--- src/rtl/uart_pkg.sv ---
// Shared UART definitions: byte width, bit timing and the TX issue
// controller state encoding used by uart_tx_fifo.
package uart_pkg;

  localparam int BYTE_W       = 8;
  localparam int CLKS_PER_BIT = 87;

  typedef enum logic [1:0] {
    S_IDLE      = 2'd0,
    S_ISSUE     = 2'd1,
    S_WAIT_DONE = 2'd2,
    S_GAP       = 2'd3
  } tx_state_e;

endpackage

--- src/rtl/uart_byte_fifo.sv ---
// Byte-wide circular FIFO with occupancy count, registered full/empty flags
// and a one-cycle overflow pulse for a write dropped while full.
module uart_byte_fifo
  import uart_pkg::*;
#(
  parameter int DEPTH  = 16,
  parameter int ADDR_W = 4
) (
  input  logic              clk_i,
  input  logic              rst_i,
  input  logic              push_i,
  input  logic [BYTE_W-1:0] push_data_i,
  input  logic              pop_i,
  output logic [BYTE_W-1:0] pop_data_o,
  output logic [ADDR_W:0]   count_o,
  output logic              full_o,
  output logic              empty_o,
  output logic              overflow_o
);

  localparam logic [ADDR_W:0]   CNT_MAX  = (ADDR_W+1)'(DEPTH);
  localparam logic [ADDR_W:0]   CNT_ONE  = (ADDR_W+1)'(1);
  localparam logic [ADDR_W:0]   CNT_ZERO = (ADDR_W+1)'(0);
  localparam logic [ADDR_W-1:0] PTR_ONE  = ADDR_W'(1);
  localparam logic [ADDR_W-1:0] PTR_ZERO = ADDR_W'(0);

  logic [BYTE_W-1:0] mem_q [DEPTH];
  logic [ADDR_W-1:0] wr_ptr_q, wr_ptr_d;
  logic [ADDR_W-1:0] rd_ptr_q, rd_ptr_d;
  logic [ADDR_W:0]   count_q, count_d;
  logic              full_q, full_d;
  logic              empty_q, empty_d;
  logic              overflow_q, overflow_d;
  logic              push_ok_s;
  logic              pop_ok_s;

  // Accept/reject decisions use the pre-edge flags, so a full FIFO drops a
  // write even when a pop happens on the same edge.
  always_comb begin
    push_ok_s  = 1'b0;
    pop_ok_s   = 1'b0;
    overflow_d = 1'b0;
    if (push_i && !full_q) begin
      push_ok_s = 1'b1;
    end else begin
      overflow_d = push_i;
    end
    if (pop_i && !empty_q) begin
      pop_ok_s = 1'b1;
    end else begin
      pop_ok_s = 1'b0;
    end
  end

  // Next pointers, count and flags.
  always_comb begin
    wr_ptr_d = wr_ptr_q;
    rd_ptr_d = rd_ptr_q;
    if (push_ok_s) begin
      wr_ptr_d = wr_ptr_q + PTR_ONE;
    end else begin
      wr_ptr_d = wr_ptr_q;
    end
    if (pop_ok_s) begin
      rd_ptr_d = rd_ptr_q + PTR_ONE;
    end else begin
      rd_ptr_d = rd_ptr_q;
    end
    case ({push_ok_s, pop_ok_s})
      2'b10:   count_d = count_q + CNT_ONE;
      2'b01:   count_d = count_q - CNT_ONE;
      default: count_d = count_q;
    endcase
    full_d  = (count_d == CNT_MAX);
    empty_d = (count_d == CNT_ZERO);
  end

  // Pointer, count and flag registers.
  always_ff @(posedge clk_i) begin
    if (rst_i) begin
      wr_ptr_q   <= PTR_ZERO;
      rd_ptr_q   <= PTR_ZERO;
      count_q    <= CNT_ZERO;
      full_q     <= 1'b0;
      empty_q    <= 1'b1;
      overflow_q <= 1'b0;
    end else begin
      wr_ptr_q   <= wr_ptr_d;
      rd_ptr_q   <= rd_ptr_d;
      count_q    <= count_d;
      full_q     <= full_d;
      empty_q    <= empty_d;
      overflow_q <= overflow_d;
    end
  end

  // Storage array; contents need no reset since the pointers define validity.
  always_ff @(posedge clk_i) begin
    if (push_ok_s && !rst_i) begin
      mem_q[wr_ptr_q] <= push_data_i;
    end
  end

  assign pop_data_o = mem_q[rd_ptr_q];
  assign count_o    = count_q;
  assign full_o     = full_q;
  assign empty_o    = empty_q;
  assign overflow_o = overflow_q;

endmodule

--- src/rtl/uart_tx_fifo.sv ---
// Byte FIFO plus issue controller feeding uart_tx: pops one byte, pulses
// o_TX_DV, waits for o_TX_Done, then enforces an inter-byte idle gap.
module uart_tx_fifo
  import uart_pkg::*;
#(
  parameter int DEPTH      = 16,
  parameter int ADDR_W     = 4,
  parameter int GAP_CYCLES = 2
) (
  input  logic              i_Clock,
  input  logic              i_Reset,
  input  logic              i_Wr_DV,
  input  logic [BYTE_W-1:0] i_Wr_Byte,
  output logic              o_Full,
  output logic              o_Empty,
  output logic [ADDR_W:0]   o_Count,
  output logic              o_Overflow,
  output logic              o_TX_DV,
  output logic [BYTE_W-1:0] o_TX_Byte,
  input  logic              i_TX_Active,
  input  logic              i_TX_Done,
  output logic              o_Busy
);

  localparam logic [7:0] GAP_LOAD = 8'(GAP_CYCLES - 1);

  tx_state_e         state_q;
  logic [7:0]        gap_q;
  logic              tx_dv_q;
  logic [BYTE_W-1:0] tx_byte_q;
  logic              busy_q;
  logic              pop_s;
  logic              fifo_empty_s;
  logic [BYTE_W-1:0] pop_data_s;

  uart_byte_fifo #(
    .DEPTH  (DEPTH),
    .ADDR_W (ADDR_W)
  ) u_fifo (
    .clk_i       (i_Clock),
    .rst_i       (i_Reset),
    .push_i      (i_Wr_DV),
    .push_data_i (i_Wr_Byte),
    .pop_i       (pop_s),
    .pop_data_o  (pop_data_s),
    .count_o     (o_Count),
    .full_o      (o_Full),
    .empty_o     (fifo_empty_s),
    .overflow_o  (o_Overflow)
  );

  // A pop happens exactly on the IDLE->ISSUE transition.
  always_comb begin
    pop_s = 1'b0;
    if ((state_q == S_IDLE) && !fifo_empty_s) begin
      pop_s = 1'b1;
    end else begin
      pop_s = 1'b0;
    end
  end

  // Issue controller with registered DV, byte and busy outputs.
  always_ff @(posedge i_Clock) begin
    if (i_Reset) begin
      state_q   <= S_IDLE;
      gap_q     <= 8'd0;
      tx_dv_q   <= 1'b0;
      tx_byte_q <= 8'h00;
      busy_q    <= 1'b0;
    end else begin
      case (state_q)
        S_IDLE: begin
          if (!fifo_empty_s) begin
            state_q   <= S_ISSUE;
            tx_dv_q   <= 1'b1;
            tx_byte_q <= pop_data_s;
            busy_q    <= 1'b1;
          end else begin
            tx_dv_q <= 1'b0;
            busy_q  <= 1'b0;
          end
        end
        S_ISSUE: begin
          state_q <= S_WAIT_DONE;
          tx_dv_q <= 1'b0;
        end
        S_WAIT_DONE: begin
          if (i_TX_Done) begin
            state_q <= S_GAP;
            gap_q   <= GAP_LOAD;
          end
        end
        S_GAP: begin
          // The gap only ends once uart_tx has also dropped its active flag.
          if (gap_q != 8'd0) begin
            gap_q <= gap_q - 8'd1;
          end else if (!i_TX_Active) begin
            state_q <= S_IDLE;
            busy_q  <= 1'b0;
          end
        end
        default: begin
          state_q <= S_IDLE;
          tx_dv_q <= 1'b0;
          busy_q  <= 1'b0;
        end
      endcase
    end
  end

  assign o_TX_DV   = tx_dv_q;
  assign o_TX_Byte = tx_byte_q;
  assign o_Busy    = busy_q;
  assign o_Empty   = fifo_empty_s;

endmodule

--- config.mk ---
export PLATFORM = sky130hd
export DESIGN_NAME = uart_tx_fifo
export DESIGN_NICKNAME = d
export VERILOG_FILES = /design/src/rtl/uart_pkg.sv /design/src/rtl/uart_byte_fifo.sv /design/src/rtl/uart_tx_fifo.sv
export SDC_FILE = /design/constraint.sdc
export NUM_CORES = 1
export LEC_CHECK = 0
export CAP_MARGIN = 20
export CORE_ASPECT_RATIO = 1.1
export CORE_UTILIZATION = 45
export CTS_CLUSTER_SIZE = 20
export DETAILED_ROUTE_END_ITERATION = 16
export GPL_TIMING_DRIVEN = 0
export PLACE_DENSITY_LB_ADDON = 0.2
export SLEW_MARGIN = 20
export SYNTH_ARGS = -nofsm -noshare
export SYNTH_HDL_FRONTEND = slang
export SYNTH_SLANG_ARGS = --single-unit
--- constraint.sdc ---
create_clock -name i_Clock -period 4.8 [get_ports i_Clock]
set_input_delay 0.96 -clock i_Clock [delete_from_list [all_inputs] [get_ports i_Clock]]
set_output_delay 0.96 -clock i_Clock [all_outputs]
set_load 0.01 [all_outputs]
==> metrics, run 1 <==
unrepaired setup endpoints after global routing=false; most used cell, CP=o31ai_1; final number of max-transition violations=0; worst skew pair latency=0.43 ns; 1st-iter DRT viols=335; Worst slew margin=41.7%; CTS root buffer=clkbuf_16; vias in the first global route=3692; final hold vios=0; Initial Util=46.4%; Final Wtd Congestion=0.766; fmax=0.323 GHz; setup bufs post-CTS=0; # setup viols final=0; Worst setup EP type=register; DR WL met2=6880 um; Worst Setup Start Kind=input pin; die width=119 um; antenna cells=0; Pre-antenna DRT Iters=6; VDD IR max=289 uV; I/O Buffers=30; IO Pins=31; post-route ant nets=0; share of flip-flops with an asynchronous set or reset=0%; CTS Hold Buffers Added=0; Worst Path Buf+Inv=3; total power=4.22 mW; status=finished clean; M1 wire length=5950 um; Seq cells post-synth=164; leakage=2.65 nW; Vias=3716; skew final=0.00949 ns; number of flops mapped to enable cells by yosys=128; core region area=14600 um^2; critical path type=in2reg; layout cell share with drive strength beyond 1=14.0%; Worst Path Arrival=3.40 ns; PD cells=534 nW/um^2; Max clock buf depth=2; top layer in use=met4; Met3 Wirelength=430 um; Synth Flop Type=edfxtp_1; # resized after CTS=0; antenna violations before repair=0; slowest CP cell=clkdlybuf4s50_1; clk sink count=164; CTS tree=yes; Yosys warning count=0; number of fillers in the final layout=1176; final wirelength=13400 um; synthesized area per cell=15.9 um^2; post-DP HPWL=8810 um; Period Utilization, post-route=64.6%; max_cap viols=0; Die Ht=131 um; cell count after synthesis=425; GRT Residual Overflow=0; Worst Hold Slack=0.490 ns; drt drc=0; worst endpoint required time=5.10 ns; htree depth=4; Vias/cell=5.47; Hold Crit Class=reg2reg; sequential share of the synthesized area=67.5%; Reg2Reg Setup Slack=2.05 ns; Routed WL per cell=19.8 um; pin count of the biggest net entering global routing=17; cell family with most CP delay=compound AO/OA/AOI/OAI gates; CTS Buf Count=17; cell row count=46; first-pass GRT wire length=20800 um; Final TNS setup=0 ns; Worst Path Max Fanout=8; Total Nets Final=501; clock-pin transition on the worst setup and hold timing paths=0.06 ns; syn_nets=452; largest stage delay on the critical path=0.47 ns; Slew @ Worst Pin=0.872 ns; synth unique cells=49; die area=15500 um^2; Mapped Area=6760 um^2; CP Cell Sequence=clkdlybuf4s50_1 > nor2b_1 > buf_2 > inv_2 > nand2_1 > xnor2_1 > ha_1 > a21oi_1 > a21boi_1 > nor3_1 > o31ai_1 > o31ai_1; Total Routing Usage GR=18.7%; fin crit period=3.10 ns; Area growth, synth to finish=16.8%
[metal layers]
| layer | vias up | GRT usage (%) |
|---|---|---|
| li1 | 1741 | - |
| met1 | 1885 | 23.4 |
| met2 | 79 | 32.2 |
| met3 | 11 | 4.86 |
| met4 | 0 | 6.11 |
| met5 | - | 0 |
[final timing paths]
path,end,cells after the start,startpoint
worst min register to register,state_q[0],2,state_q[0]
worst max-delay path,u_fifo.empty_o,12,i_Wr_DV
worst min-delay path,state_q[0],2,state_q[0]
worst max register to register,u_fifo.empty_o,12,state_q[0]
[cell families after synthesis]
group	count (synthesis)	share of synthesized area (%)
adders and majority gates	14	2.59
DFF	164	67.5
xor gates and xnor gates	17	2.20
AOI/OAI and AO/OA	59	5.67
muxes	35	12.0
buffers and inverters	32	2.65
and+or+nand+nor	104	7.35
[state kept, by name, summed over array words and instances, names as in the netlist]
signal and cells:
o_Busy 1, u_fifo.mem_q 128, u_fifo.count_o 5, gap_q 8, u_fifo.rd_ptr_q 4, u_fifo.empty_o 1, u_fifo.wr_ptr_q 4, o_TX_Byte 8
state_q 2, o_TX_DV 1, u_fifo.full_o 1, u_fifo.overflow_o 1
[cells in the final DEF (no fill, tap or decap), drive strengths merged, types with 7 or more instances in the layout]
| master | netlist | routed |
|---|---|---|
| xnor2 | 7 | 7 |
| nor2 | 43 | 43 |
| xor2 | 10 | 10 |
| clkdlybuf4s50 | 0 | 30 |
| a21oi | 25 | 25 |
| mux4 | 32 | 32 |
| clkbuf | 10 | 27 |
| inv | 11 | 18 |
| dfxtp | 36 | 36 |
| nor3 | 8 | 8 |
| ha | 14 | 14 |
| buf | 11 | 11 |
| nand2 | 23 | 23 |
| nor2b | 7 | 7 |
| edfxtp | 128 | 128 |
| a22oi | 16 | 16 |
[power breakdown]
part           switching (mW)  internal, mW  total (mW)
Sequential             0.0953          1.64        1.73
Combinational           0.600         0.572        1.17
Clock                   0.583         0.728        1.31
[worst register-to-register path, stage by stage, from the launching register on]
cell      delay, ns
dfxtp_1        0.33
inv_1          0.11
ha_1           0.24
nand2b_1       0.15
inv_2          0.19
nand2_1        0.12
xnor2_1        0.14
ha_1           0.23
a21oi_1        0.16
a21boi_1       0.30
nor3_1         0.10
o31ai_1        0.45
o31ai_1        0.11
[per-stage QoR]
| stage | cell area [um^2] | worst slack, ns | cells | util, % |
|---|---|---|---|---|
| after detailed placement | 7320 | 1.28 | 647 | 50.3 |
| after CTS | 7890 | 1.72 | 679 | 54.2 |
| after floorplan | 6760 | 2.14 | 425 | - |
| final | 7890 | 1.70 | 679 | 54.2 |
| after global placement | 7300 | 1.04 | 647 | 50.1 |
| after global routing | 7890 | 1.46 | 679 | 54.2 |
[cell usage after synthesis, types with 5 or more instances]
library cell  count  share of area, %
xnor2_1           7              0.91
ha_1             14               2.6
inv_1             8              0.44
nor3_1            8              0.59
mux4_2           16               5.3
buf_2             6              0.44
a21oi_1          25               1.9
clkbuf_1          9              0.50
edfxtp_1        128                57
nand2b_1          5              0.46
nor2b_1           7              0.65
dfxtp_1          36                11
mux4_1           16               6.2
nand2_1          23               1.3
nor2_1           43               2.4
xor2_1           10               1.3
a22oi_1          16               1.8
[cell type report]
cell class                      instances  area [um^2]  share of cell area, %
Sequential cell                       164         4560                   57.8
Multi-Input combinational cell        229         2030                   25.8
Clock buffer                           17          425                   5.39
Timing Repair Buffer                   30          300                   3.81
Tap cell                              192          240                   3.04
Clock inverter                         15          146                   1.86
Buffer                                 21          138                   1.74
Inverter                               11         41.3                  0.523
Note: power is estimated with default switching activity, not from simulation.
==> run 2, diff against run 1 <==
- clock period: 4.8 -> 3.01 ns (I/O delays scaled with it)
==> run 2 against run 1 <==
  * Non-clock buffer count did not move
  * Count of clock-buffer cells in the layout did not move
  * Cell count did not move
  * Power rose by 60%
  * Register-to-register slack got worse by 1.7 ns
  * First-iteration DRC count fell by 6.9%
  * Flip-flop and latch count did not move
  * Sequential share of layout area barely moved
  * Routed wire length fell by 0.16%
  * Via count rose by 0.75%
  * Clock skew barely moved
  * Critical path type is now reg2reg
==> metrics, run 2 (same netlist as run 1, synthesis figures left out) <==
status=finished clean; CTS tree=yes; Logic pwr share=27.9% (about the same); switching power=2.05 mW (+60%); most frequent cells in the layout=edfxtp_1 (128), nor2_1 (43), dfxtp_1 (36); die width=119 um (unchanged); final hold vios=0 (unchanged); Clk pwr share=31.0% (about the same); Seq pwr share=41.0% (about the same); drt drc=0 (unchanged); Initial Util=46.4% (unchanged); die area=15500 um^2 (unchanged); critical path type=reg2reg; VDD IR max=460 uV (+59%); Top reg by flops=u_fifo.mem_q; Core Util, Final=54.2% (about the same); first-pass GRT wire length=20800 um (unchanged); Net Sw Frac=30.3% (+0.041 points); Period Utilization, post-route=88.8%; Routed WL per cell=19.8 um (-0.16%); post-DP HPWL=8810 um (unchanged); max_cap viols=0 (unchanged); max reg flops=128 (unchanged); cell row count=46 (unchanged); fin crit period=2.67 ns; 1st-iter DRT viols=312 (-6.9%); CTS root buffer=clkbuf_16; Vias=3744 (+0.75%); post-route ant nets=0 (unchanged); Vias/cell=5.51 (+0.75%); Final Wtd Congestion=0.766 (unchanged); pin count of the biggest net entering global routing=17 (unchanged); clk sink count=164 (unchanged); I/O Buffers=30 (unchanged); unrepaired setup endpoints after global routing=false; worst skew pair latency=0.43 ns (about the same); setup bufs post-CTS=0 (unchanged); Placed Cells=647 (unchanged); Hold Crit Class=reg2reg; most common cell after layout, fill and taps aside=edfxtp_1; Final Non-Filler Cells=679 (unchanged); layout cell share with drive strength beyond 1=14.2% (+0.21 points); # setup viols final=0 (unchanged); Worst slew margin=41.9% (+0.20 points); Pre-antenna DRT Iters=4 (-2); M3 GR Usage=4.86% (unchanged); IO Pins=31 (unchanged); vias in the first global route=3692 (unchanged); skew final=0.00927 ns (-0.000215 ns); Worst Setup Start Kind=register; Worst Path Max Fanout=9 (+1); fmax=0.374 GHz; core region area=14600 um^2 (unchanged); Slew @ Worst Pin=0.869 ns (-0.00297 ns); worst endpoint required time=3.30 ns (-1.80 ns); Worst Path Arrival=2.96 ns (-0.44 ns); Worst setup EP type=register; final wirelength=13400 um (-0.16%); final number of max-transition violations=0 (unchanged); met1 Track Usage GR=23.4% (unchanged); largest stage delay on the critical path=0.35 ns (-0.12 ns); leakage=2.65 nW (about the same); CP Cell Sequence=inv_1 > ha_1 > nand2b_1 > inv_2 > nand2_1 > xnor2_1 > ha_1 > a21oi_1 > a21boi_1 > nor3_1 > o31ai_2 > nor4_1; Total Nets Final=501 (unchanged); antenna cells=0 (unchanged); Die Ht=131 um (unchanged); busiest grt layer=met2; CTS Buf Count=17 (unchanged); number of fillers in the final layout=1175 (-0.085%); slowest CP cell=o31ai_2; Area growth, synth to finish=16.8% (about the same); Total Routing Usage GR=18.7% (unchanged); clock-pin transition on the worst setup and hold timing paths=0.06 ns (about the same); htree depth=4 (unchanged); Pint=4.69 mW (+60%); # resized after CTS=0 (unchanged); most used cell, CP=ha_1; antenna violations before repair=0 (unchanged); met2 GRT Util=32.2% (unchanged); Max clock buf depth=2 (unchanged); CTS Hold Buffers Added=0 (unchanged); PD cells=854 nW/um^2 (+60%); GRT Residual Overflow=0 (unchanged); Final TNS setup=0 ns (unchanged)
[run 2: cell counts in the layout (fill, tap and decap cells not counted)]
No cell type changed its count.
[run 2: critical path: cells and delay by family, from the launching register on]
kind	cells	cell delay [ns]
AO/OA/AOI/OAI	3	0.82
XOR/XNOR	1	0.14
adder cells (fa/ha/maj)	2	0.47
buffers and inverters	2	0.30
flip-flops	1	0.33
AND/OR/NAND/NOR	4	0.47
[run 2: final timing paths]
| kind | from | end | slack (ns) | cells past startpoint |
|---|---|---|---|---|
| worst max register to register | state_q[0] | u_fifo.full_o | 0.34 | 12 |
| worst min register to register | state_q[0] | state_q[0] | 0.49 | 2 |
| worst min-delay path | state_q[0] | state_q[0] | 0.49 | 2 |
| worst max-delay path | state_q[0] | u_fifo.full_o | 0.34 | 12 |
[run 2: layout make-up]
cell class	count	area [um^2]	share of cell area, %
clock inverter	15	146	1.85
timing repair buffer	30	300	3.80
sequential	164	4560	57.8
clock buffer	17	425	5.39
inverter	11	41.3	0.523
buffer	21	138	1.74
multi-input combinational	229	2040	25.8
tap	192	240	3.04
[run 2: power by group through the flow]
stage	clock network [mW]	logic [mW]	registers (mW)
global route	2.22	2.08	2.79
CTS	2.12	1.89	2.77
detailed placement	0	1.88	2.81
global placement	0	1.84	2.80
floorplan	0	1.30	2.82
finish	2.09	1.88	2.77
[run 2: metrics by stage]
stage               cell area (um^2)  hold WS (ns)  setup slack [ns]  power [mW]
floorplan                       6760         0.455             0.709        4.13
detailed placement              7320         0.486            -0.152        4.69
finish                          7900         0.490             0.336        6.74
CTS                             7890         0.494             0.257        6.77
global placement                7300         0.474            -0.396        4.65
global route                    7900         0.517            0.0366        7.09
[run 2: routing by layer]
layer / wire [um] / up-vias
met5: 0 / -
met4: 175 / 0
met3: 527 / 10
met2: 6860 / 99
met1: 5860 / 1892
li1: - / 1743
==> run 3, diff against run 2 <==
--- a/config.mk
+++ b/config.mk
@@ -9,2 +9,3 @@
 export CORE_ASPECT_RATIO = 1.1
+export CORE_MARGIN = 5
 export CORE_UTILIZATION = 45
==> constraint.sdc (replaced) <==
create_clock -name i_Clock -period 3.01 [get_ports i_Clock]
set_input_delay 0.4515 -clock i_Clock [delete_from_list [all_inputs] [get_ports i_Clock]]
set_output_delay 0.4515 -clock i_Clock [all_outputs]
set_load 0.01 [all_outputs]
==> run 3 against run 2 <==
  * Die area rose by 13%
  * Core utilization fell by 1.0 points
  * Count of clock-buffer cells in the layout rose by 1
  * Via count rose by 0.35%
  * Cell area rose by 0.22%
  * Worst hold slack improved by 0.0020 ns
  * Fmax fell by 0.13%
==> metrics, run 3 (same netlist as run 1, synthesis figures left out) <==
status=finished clean; PD cells=860 nW/um^2 (+0.75%); setup bufs post-CTS=0 (unchanged); Reg2Reg Setup Slack=0.33 ns (about the same); htree depth=4 (unchanged); Placed Cells=651 (+0.62%); IO Pins=31 (unchanged); core region area=14900 um^2 (+2.2%); final number of max-transition violations=0 (unchanged); fin crit period=2.68 ns (+0.00351 ns); Max clock buf depth=2 (unchanged); Hold Crit Class=reg2reg; critical path startpoint=state_q[0]; skew final=0.00905 ns (-0.000215 ns); vias in the first global route=3844 (+4.1%); die width=127 um (+6.7%); 1st-iter DRT viols=281 (-9.9%); Pre-antenna DRT Iters=5 (+1); Vias/cell=5.51 (about the same); drt drc=0 (unchanged); antenna violations before repair=0 (unchanged); CP Cell Sequence=inv_1 > ha_1 > nand2b_1 > inv_2 > nand2_1 > xnor2_1 > ha_1 > a21oi_1 > a21boi_1 > nor3_1 > o31ai_1 > o31ai_1; CTS Hold Buffers Added=0 (unchanged); VDD IR max=458 uV (-0.45%); post-route ant nets=0 (unchanged); Total Routing Usage GR=16.1% (-2.6 points); first-pass GRT wire length=20900 um (+0.77%); M3 GR Usage=4.01% (-0.85 points); Worst Path Arrival=2.98 ns (+0.02 ns); Total Nets Final=501 (unchanged); Register Area=4560 um^2 (unchanged); Worst setup EP type=register; # resized after CTS=0 (unchanged); Initial Util=45.4% (-0.99 points); design area=7910 um^2 (+0.22%); layout cell share with drive strength beyond 1=13.4% (-0.79 points); busiest grt layer=met2; Area growth, synth to finish=17.1%; worst skew pair latency=0.42 ns (about the same); slowest CP cell=o31ai_1; unrepaired setup endpoints after global routing=false; Worst slew margin=45.3% (+3.4 points); CTS root buffer=clkbuf_16; number of fillers in the final layout=1195 (+1.7%); Worst Hold Slack=0.492 ns (+0.00198 ns); most common cell after layout, fill and taps aside=edfxtp_1; critical path type=reg2reg; CTS tree=yes; Die Ht=139 um (+6.1%); Final TNS setup=0 ns (unchanged); leakage=2.65 nW (about the same); Worst Path Max Fanout=9 (unchanged); met1 Track Usage GR=20.7% (-2.7 points); cell row count=47 (+2.2%); final hold vios=0 (unchanged); Worst Setup Start Kind=register; Top reg by flops=u_fifo.mem_q; largest stage delay on the critical path=0.40 ns (+0.05 ns); Worst setup endpoint=u_fifo.empty_o; CTS Buf Count=17 (unchanged); Routed WL per cell=19.9 um (+0.64%); clk sink count=164 (unchanged); final wirelength=13600 um (+1.1%); max_cap viols=0 (unchanged); # setup viols final=0 (unchanged); die area=17600 um^2 (+13%); Worst Slack Setup Final=0.332 ns (-0.00351 ns); fmax=0.373 GHz (-0.13%); GRT Residual Overflow=0 (unchanged); worst endpoint required time=3.31 ns (about the same); Worst Reg-to-Reg Cells=12 (unchanged); Cell Area, Placed=7320 um^2 (about the same); pin count of the biggest net entering global routing=17 (unchanged); Multi-input gate area=2030 um^2 (-0.25%); FF-to-FF End=u_fifo.empty_o; clock-pin transition on the worst setup and hold timing paths=0.06 ns (about the same); most frequent cells in the layout=edfxtp_1 (128), nor2_1 (43), dfxtp_1 (36); met2 GRT Util=26.2% (-6.0 points); Slew @ Worst Pin=0.818 ns (-0.0506 ns); Final Non-Filler Cells=682 (+0.44%); antenna cells=0 (unchanged); Final Wtd Congestion=0.731 (-4.5%); Period Utilization, post-route=89.0% (+0.12 points); pre-CTS WS=0.0923 ns (+0.244 ns); max reg flops=128 (unchanged); post-DP HPWL=9070 um (+2.9%); Vias=3757 (+0.35%); RR Startpoint=state_q[0]; I/O Buffers=30 (unchanged)
==> run 3: critical path, delay by kind of cell (launching register included) <==
| kind | cells | cell delay, ns |
|---|---|---|
| XOR/XNOR | 1 | 0.14 |
| adder cells (fa/ha/maj) | 2 | 0.47 |
| flip-flops | 1 | 0.34 |
| AO/OA/AOI/OAI | 4 | 0.94 |
| AND/OR/NAND/NOR | 3 | 0.37 |
| buffers and inverters | 2 | 0.32 |
==> run 3: through the flow <==
stage          util, %  power (mW)
3_5_place_dp      49.2        4.71
6_report          53.2        6.80
4_1_cts           53.2        6.86
5_1_grt           53.2        7.15
3_3_place_gp      49.1        4.66
2_1_floorplan        -        4.13
==> run 3: worst min-delay path by stage <==
stage                   from       end  slack [ns]  depth (start not counted)
detailed placement   o_TX_DV   o_TX_DV        0.49                          2
finish                o_Busy    o_Busy        0.49                          2
floorplan           gap_q[1]  gap_q[1]        0.45                          2
CTS                 gap_q[1]  gap_q[1]        0.49                          2
global route          o_Busy    o_Busy        0.54                          2
global placement    gap_q[1]  gap_q[1]        0.47                          2
==> run 3: final cells by class <==
cell class	count	share of cell area, %
Sequential cell	164	57.7
Clock inverter	13	2.02
Inverter	11	0.522
Clock buffer	18	5.42
Multi-Input combinational cell	229	25.7
Buffer	21	1.74
Timing Repair Buffer	30	3.80
Tap cell	196	3.10
==> run 3: where the power goes <==
group          leakage (nW)  internal [mW]  switching (mW)
Sequential             1.45           2.61           0.152
Clock                 0.277           1.30           0.848
Combinational         0.924          0.913           0.979
==> run 3: metal layers <==
metal	vias up	routed length (um)	part of all wire, %
met5	-	0	0
met4	0	332	2.4
met3	22	610	4.5
met2	93	6850	50
met1	1899	5780	43
li1	1743	-	-
